File: config.mk
export PLATFORM = sky130hd
export DESIGN_NAME = uart_write_queue
export DESIGN_NICKNAME = d
export VERILOG_FILES = /design/src/rtl/uart_write_queue_pkg.sv /design/src/rtl/uart_write_queue_fifo.sv /design/src/rtl/uart_write_queue.sv
export SDC_FILE = /design/constraint.sdc
export NUM_CORES = 1
export LEC_CHECK = 0
export CAP_MARGIN = 20
export CORE_ASPECT_RATIO = 0.9
export CORE_UTILIZATION = 50
export CTS_CLUSTER_DIAMETER = 200
export DETAILED_ROUTE_END_ITERATION = 6
export PLACE_DENSITY = 0.72
export SLEW_MARGIN = 20
export SYNTH_ARGS = -nofsm -noshare
export SYNTH_HDL_FRONTEND = slang
export SYNTH_SLANG_ARGS = --single-unit
File: constraint.sdc
create_clock -name clk -period 9.1 [get_ports clk]
set_input_delay 0.91 -clock clk [delete_from_list [all_inputs] [get_ports clk]]
set_output_delay 0.91 -clock clk [all_outputs]
set_load 0.05 [all_outputs]
File: src/rtl/uart_write_queue_pkg.sv
// uart_write_queue_pkg: FSM encodings and queue entry layout shared by the write-queue files
package uart_write_queue_pkg;
  localparam logic [1:0] IDLE = 2'd0;
  localparam logic [1:0] WRITE_WAIT = 2'd1;
  localparam logic [1:0] READ_WAIT = 2'd2;
  typedef struct packed {
    logic [1:0] size;
    logic [31:0] data;
  } entry_t;
  localparam int ENTRY_W = $bits(entry_t);
endpackage

File: src/rtl/uart_write_queue_fifo.sv
// fifo_sync: single-clock circular FIFO with occupancy count; contents are not reset, only pointers
module fifo_sync #(
  parameter int WIDTH = 34,
  parameter int DEPTH = 8
) (
  input logic clk,
  input logic rstn,
  input logic push,
  input logic pop,
  input logic [WIDTH-1:0] din,
  output logic [WIDTH-1:0] dout,
  output logic full,
  output logic empty,
  output logic [$clog2(DEPTH):0] count
);
  localparam int AW = $clog2(DEPTH);
  logic [WIDTH-1:0] mem [DEPTH];
  logic [AW-1:0] wptr, rptr;
  logic do_push, do_pop;
  assign full = count == (AW+1)'(DEPTH);
  assign empty = count == '0;
  assign do_push = push && !full;
  assign do_pop = pop && !empty;
  assign dout = mem[rptr];
  always_ff @(posedge clk) begin
    if (do_push) mem[wptr] <= din;
  end
  // DEPTH is a power of two, so pointer overflow is the modulo wrap
  always_ff @(posedge clk or negedge rstn) begin
    if (!rstn) begin
      wptr <= '0;
      rptr <= '0;
      count <= '0;
    end else begin
      if (do_push) wptr <= wptr + AW'(1);
      if (do_pop) rptr <= rptr + AW'(1);
      count <= count + (AW+1)'(do_push) - (AW+1)'(do_pop);
    end
  end
endmodule

File: src/rtl/uart_write_queue.sv
// uart_write_queue: queues CPU writes to the UART byte buffer and orders a pending read after them
module uart_write_queue
  import uart_write_queue_pkg::*;
#(
  parameter int DEPTH = 8
) (
  input logic clk,
  input logic rstn,
  input logic req_wenable,
  input logic [1:0] req_wsize,
  input logic [31:0] req_wdata,
  output logic req_wready,
  input logic req_renable,
  output logic req_rdone,
  output logic [31:0] req_rdata,
  output logic [$clog2(DEPTH):0] count,
  output logic err_overflow,
  output logic wenable,
  output logic [1:0] wsize,
  output logic [31:0] wdata,
  input logic wdone,
  output logic renable,
  input logic rdone,
  input logic [31:0] rdata
);
  logic [1:0] state, next_state;
  logic read_pending, full, empty, push, pop, start_read, write_done, read_done;
  entry_t head;
  assign req_wready = !full && !read_pending;
  assign push = req_wenable && req_wready;
  // queued writes always win over a pending read
  assign pop = state == IDLE && !empty;
  assign start_read = state == IDLE && empty && read_pending;
  assign write_done = state == WRITE_WAIT && wdone;
  assign read_done = state == READ_WAIT && rdone;
  assign next_state = pop ? WRITE_WAIT : start_read ? READ_WAIT : (write_done || read_done) ? IDLE : state;
  fifo_sync #(.WIDTH(ENTRY_W), .DEPTH(DEPTH)) u_fifo (
    .clk(clk),
    .rstn(rstn),
    .push(push),
    .pop(pop),
    .din({req_wsize, req_wdata}),
    .dout(head),
    .full(full),
    .empty(empty),
    .count(count)
  );
  always_ff @(posedge clk or negedge rstn) begin
    if (!rstn) begin
      state <= IDLE;
      read_pending <= 1'b0;
      wenable <= 1'b0;
      renable <= 1'b0;
      req_rdone <= 1'b0;
      wsize <= '0;
      wdata <= '0;
      req_rdata <= '0;
      err_overflow <= 1'b0;
    end else begin
      state <= next_state;
      wenable <= pop;
      renable <= start_read;
      req_rdone <= read_done;
      if (req_wenable && !req_wready) err_overflow <= 1'b1;
      if (pop) begin
        wsize <= head.size;
        wdata <= head.data;
      end
      if (read_done) req_rdata <= rdata;
      read_pending <= read_done ? 1'b0 : (read_pending || req_renable);
    end
  end
endmodule

==> flow_metrics.tcl <==
set metrics [dict create \
    startpoint_type "flip-flop" \
    timing.rr.end "u_fifo.count[2]" \
    synth-compound-area-share_pct 7.07 \
    maxSlewViolCount 0 \
    layout.cells.non_filler 1313 \
    dp.cells 1243 \
    cap_violations 0 \
    numCtsBuffers 36 \
    critPathMaxStageDelay_ns 0.86 \
    worst_slack_ns 5.62 \
    dr_total_vias 7350 \
    fp.dieW_um 176 \
    final_nets 1011 \
    outcome "completed" \
    synth_area_leaders "edfxtp_1 60%, dfrtp_1 15%, mux2_2 5.1%, mux2i_1 5.0%, mux2_1 3.3%" \
    drt_wl_total_um 27200 \
    syn2layout_area_growth_pct 22.3 \
    r2r_slack_ns 5.62 \
    rsz0062_at_grt "no" \
    port_buffers 146 \
    finalSetupViolations 0 \
    critical-path-top-delay-family "adder cells" \
    synth_xor_area_share_pct 0.384 \
    hold_class "primary input to async pin" \
    wl_per_cell_um 20.7 \
    viasPerCell 5.60 \
    relSlewSlack_pct 25.8 \
    ys_seq_area_share_pct 74.8 \
    place_area_um2 15500 \
    syn-num-nets 849 \
    synthAdderAreaFrac_pct 0.877 \
    post_cts_buffers 0 \
    hold_ws_ns 0.337 \
    synth-simple-area-share_pct 1.29 \
    netlist_instances 768 \
    htree_levels 2 \
    die_h_um 159 \
    start_util_pct 50.8 \
    ant_nets 0 \
    worst-setup-path-type "flip-flop to flip-flop" \
    tightest_slew_ns 1.11 \
    dp_slack_ns 5.31 \
    internal_power_mw 3.59 \
    switching_share_pct 36.1 \
    cp-startpoint "u_fifo.count[2]" \
    slowest_stage "nand2b_2" \
    min_period_over_period_pct 38.2 \
    required_ns 9.49 \
    clock_power_share_pct 24.9 \
    reg2reg_depth 12 \
    row_count 57 \
    drtPass1Iterations 5 \
    p_switching_mw 2.03 \
    irDropWorstVdd_mv 0.168 \
    final_area_um2 16700 \
    cp_num_buf_inv 5 \
    clk_pin_slew_ns 0.06 \
    p_leak_nw 6.02 \
    synth_top_area_share_pct 59.7 \
    synth_top_family_by_area "multiplexers" \
    cts_hold_buffers 0 \
    grt_usage_pct 19.8 \
    cts_tree "built" \
    final_util_pct 62.1 \
    hold_viol 0 \
    totalPowerFinal_mw 5.62 \
    postSynthAreaPerCell_um2 17.8 \
    antenna_found_initial 1 \
    pwr-share-seq_pct 38.1 \
    gp_routability_congestion 0.741 \
    ys_seq_elements 355 \
    cts_sinks 355 \
    rr_startpoint "u_fifo.count[2]" \
    grt_max_degree 60 \
    crit_path_end_kind "flip-flop" \
    core_region_area_um2 27000 \
    worstPathArrival_ns 3.86 \
    crit_path_cell_trace "inv_1 -> ha_1 -> nor3b_4 -> buf_4 -> nand2b_2 -> inv_2 -> ha_1 -> inv_1 -> ha_1 -> inv_1 -> fa_1 -> xnor2_1" \
    cts_resized 0 \
    grt_pass1_wl_um 42600 \
    ios 147 \
    dr.first_iter.drc_count 646 \
    root_buffer "clkbuf_16" \
    dp_hpwl_um 16300 \
    grt_overflow 0 \
    skew_ns 0.0166 \
    drive_gt1_share_pct 15.3 \
    synthMuxAreaShare_pct 13.4 \
    cts_buffer_depth 3 \
    grt_pass1_vias 7544 \
    post_synth_instance_area_um2 13700 \
    synth_top_area_cell "edfxtp_1" \
    dieArea_um2 28000 \
    combPwrFrac_pct 37.0 \
    clk_latency_ns 0.51 \
    synth_cell_type_count 35 \
    finalSetupTns_ns 0 \
    max_freq_ghz 0.288 \
    crit_path_max_fanout 37 \
    power_density_nw_per_um2 336 \
    fin_crit_ns 3.48 \
    yosys_warnings 0 \
    drc_errors 0 \
]
[worst max path at each step]
stage,slack (ns),endpoint,cells after the start
4_1_cts,5.62,u_fifo.count[2],12
5_1_grt,5.40,u_fifo.count[2],12
2_1_floorplan,4.00,u_fifo.mem[0][0],5
3_5_place_dp,5.31,u_fifo.mem[4][23],5
6_report,5.62,u_fifo.count[2],12
3_3_place_gp,5.38,u_fifo.mem[4][21],5
[synth_stat cells, drive strengths merged]
library cell	n
inv	13
or3b	1
a21o	2
nand3	2
o22ai	34
nor2	7
or2	1
nand3b	1
nor3	4
o21bai	1
nand2	4
o21ai	35
ha	8
nand2b	4
nor2b	3
a22o	34
nor4	1
and3	1
buf	24
fa	1
clkbuf	19
nor3b	2
o31ai	34
mux2i	68
xnor2	4
xor2	2
mux2	102
edfxtp	272
a21oi	1
dfrtp	83
[flip-flops by register name, indices dropped and copies added, names as in the netlist]
signal	count
read_pending	1
state	2
u_fifo.wptr	3
req_rdata	32
u_fifo.rptr	3
err_overflow	1
req_rdone	1
renable	1
wsize	2
wdata	32
wenable	1
u_fifo.mem	272
u_fifo.count	4
[cell usage in the layout, fill, tap and decap left out, types with 2 or more instances in the layout]
cell type and instances:
inv_1 12, clkdlybuf4s50_1 145, mux2i_1 68, buf_4 20, nand2_1 4, clkbuf_1 17
ha_1 8, clkinv_2 3, nor2b_1 2, xor2_1 2, buf_16 2, nor3_2 4
mux2_2 62, xnor2_1 4, o21ai_0 35, dfrtp_1 82, inv_6 2, clkbuf_16 37
a22o_1 34, nand3_1 2, nor2_4 4, o31ai_1 34, o22ai_1 34, nand2b_1 3
nor2_1 3, edfxtp_1 272, a21o_1 2, clkbuf_8 5, mux2_1 40
[cell families after synthesis]
kind of cell | Yosys count
buffers and inverters | 56
adders and majority gates | 9
xor gates and xnor gates | 6
and+or+nand+nor | 31
muxes | 170
AOI/OAI and AO/OA | 141
DFF | 355
[power by group through the flow]
stage                     Clock, mW  Sequential (mW)  Combinational [mW]
after floorplan                   0             2.67               0.940
after global placement            0             2.17                2.05
after detailed placement          0             2.17                2.09
after CTS                      1.43             2.14                2.10
after global routing           1.49             2.17                2.21
final                          1.40             2.14                2.08
[routing by layer]
| metal | part of all wire, % | vias up | global-route usage [%] | wire length [µm] |
|---|---|---|---|---|
| met5 | 0 | - | 0 | 0 |
| li1 | - | 3344 | - | - |
| met1 | 44 | 3777 | 27.1 | 12100 |
| met3 | 5.0 | 36 | 3.39 | 1360 |
| met2 | 49 | 193 | 32.8 | 13300 |
| met4 | 1.7 | 0 | 5.29 | 456 |
[cell type report]
| cell class | count | area, µm² |
|---|---|---|
| Inverter | 13 | 48.8 |
| Timing Repair Buffer | 167 | 1660 |
| Clock buffer | 59 | 1060 |
| Antenna cell | 1 | 2.50 |
| Clock inverter | 7 | 70.1 |
| Tap cell | 354 | 443 |
| Sequential cell | 355 | 10200 |
| Multi-Input combinational cell | 357 | 3210 |
| Fill cell | 1964 | 10200 |
Note: power is estimated with default switching activity, not from simulation.
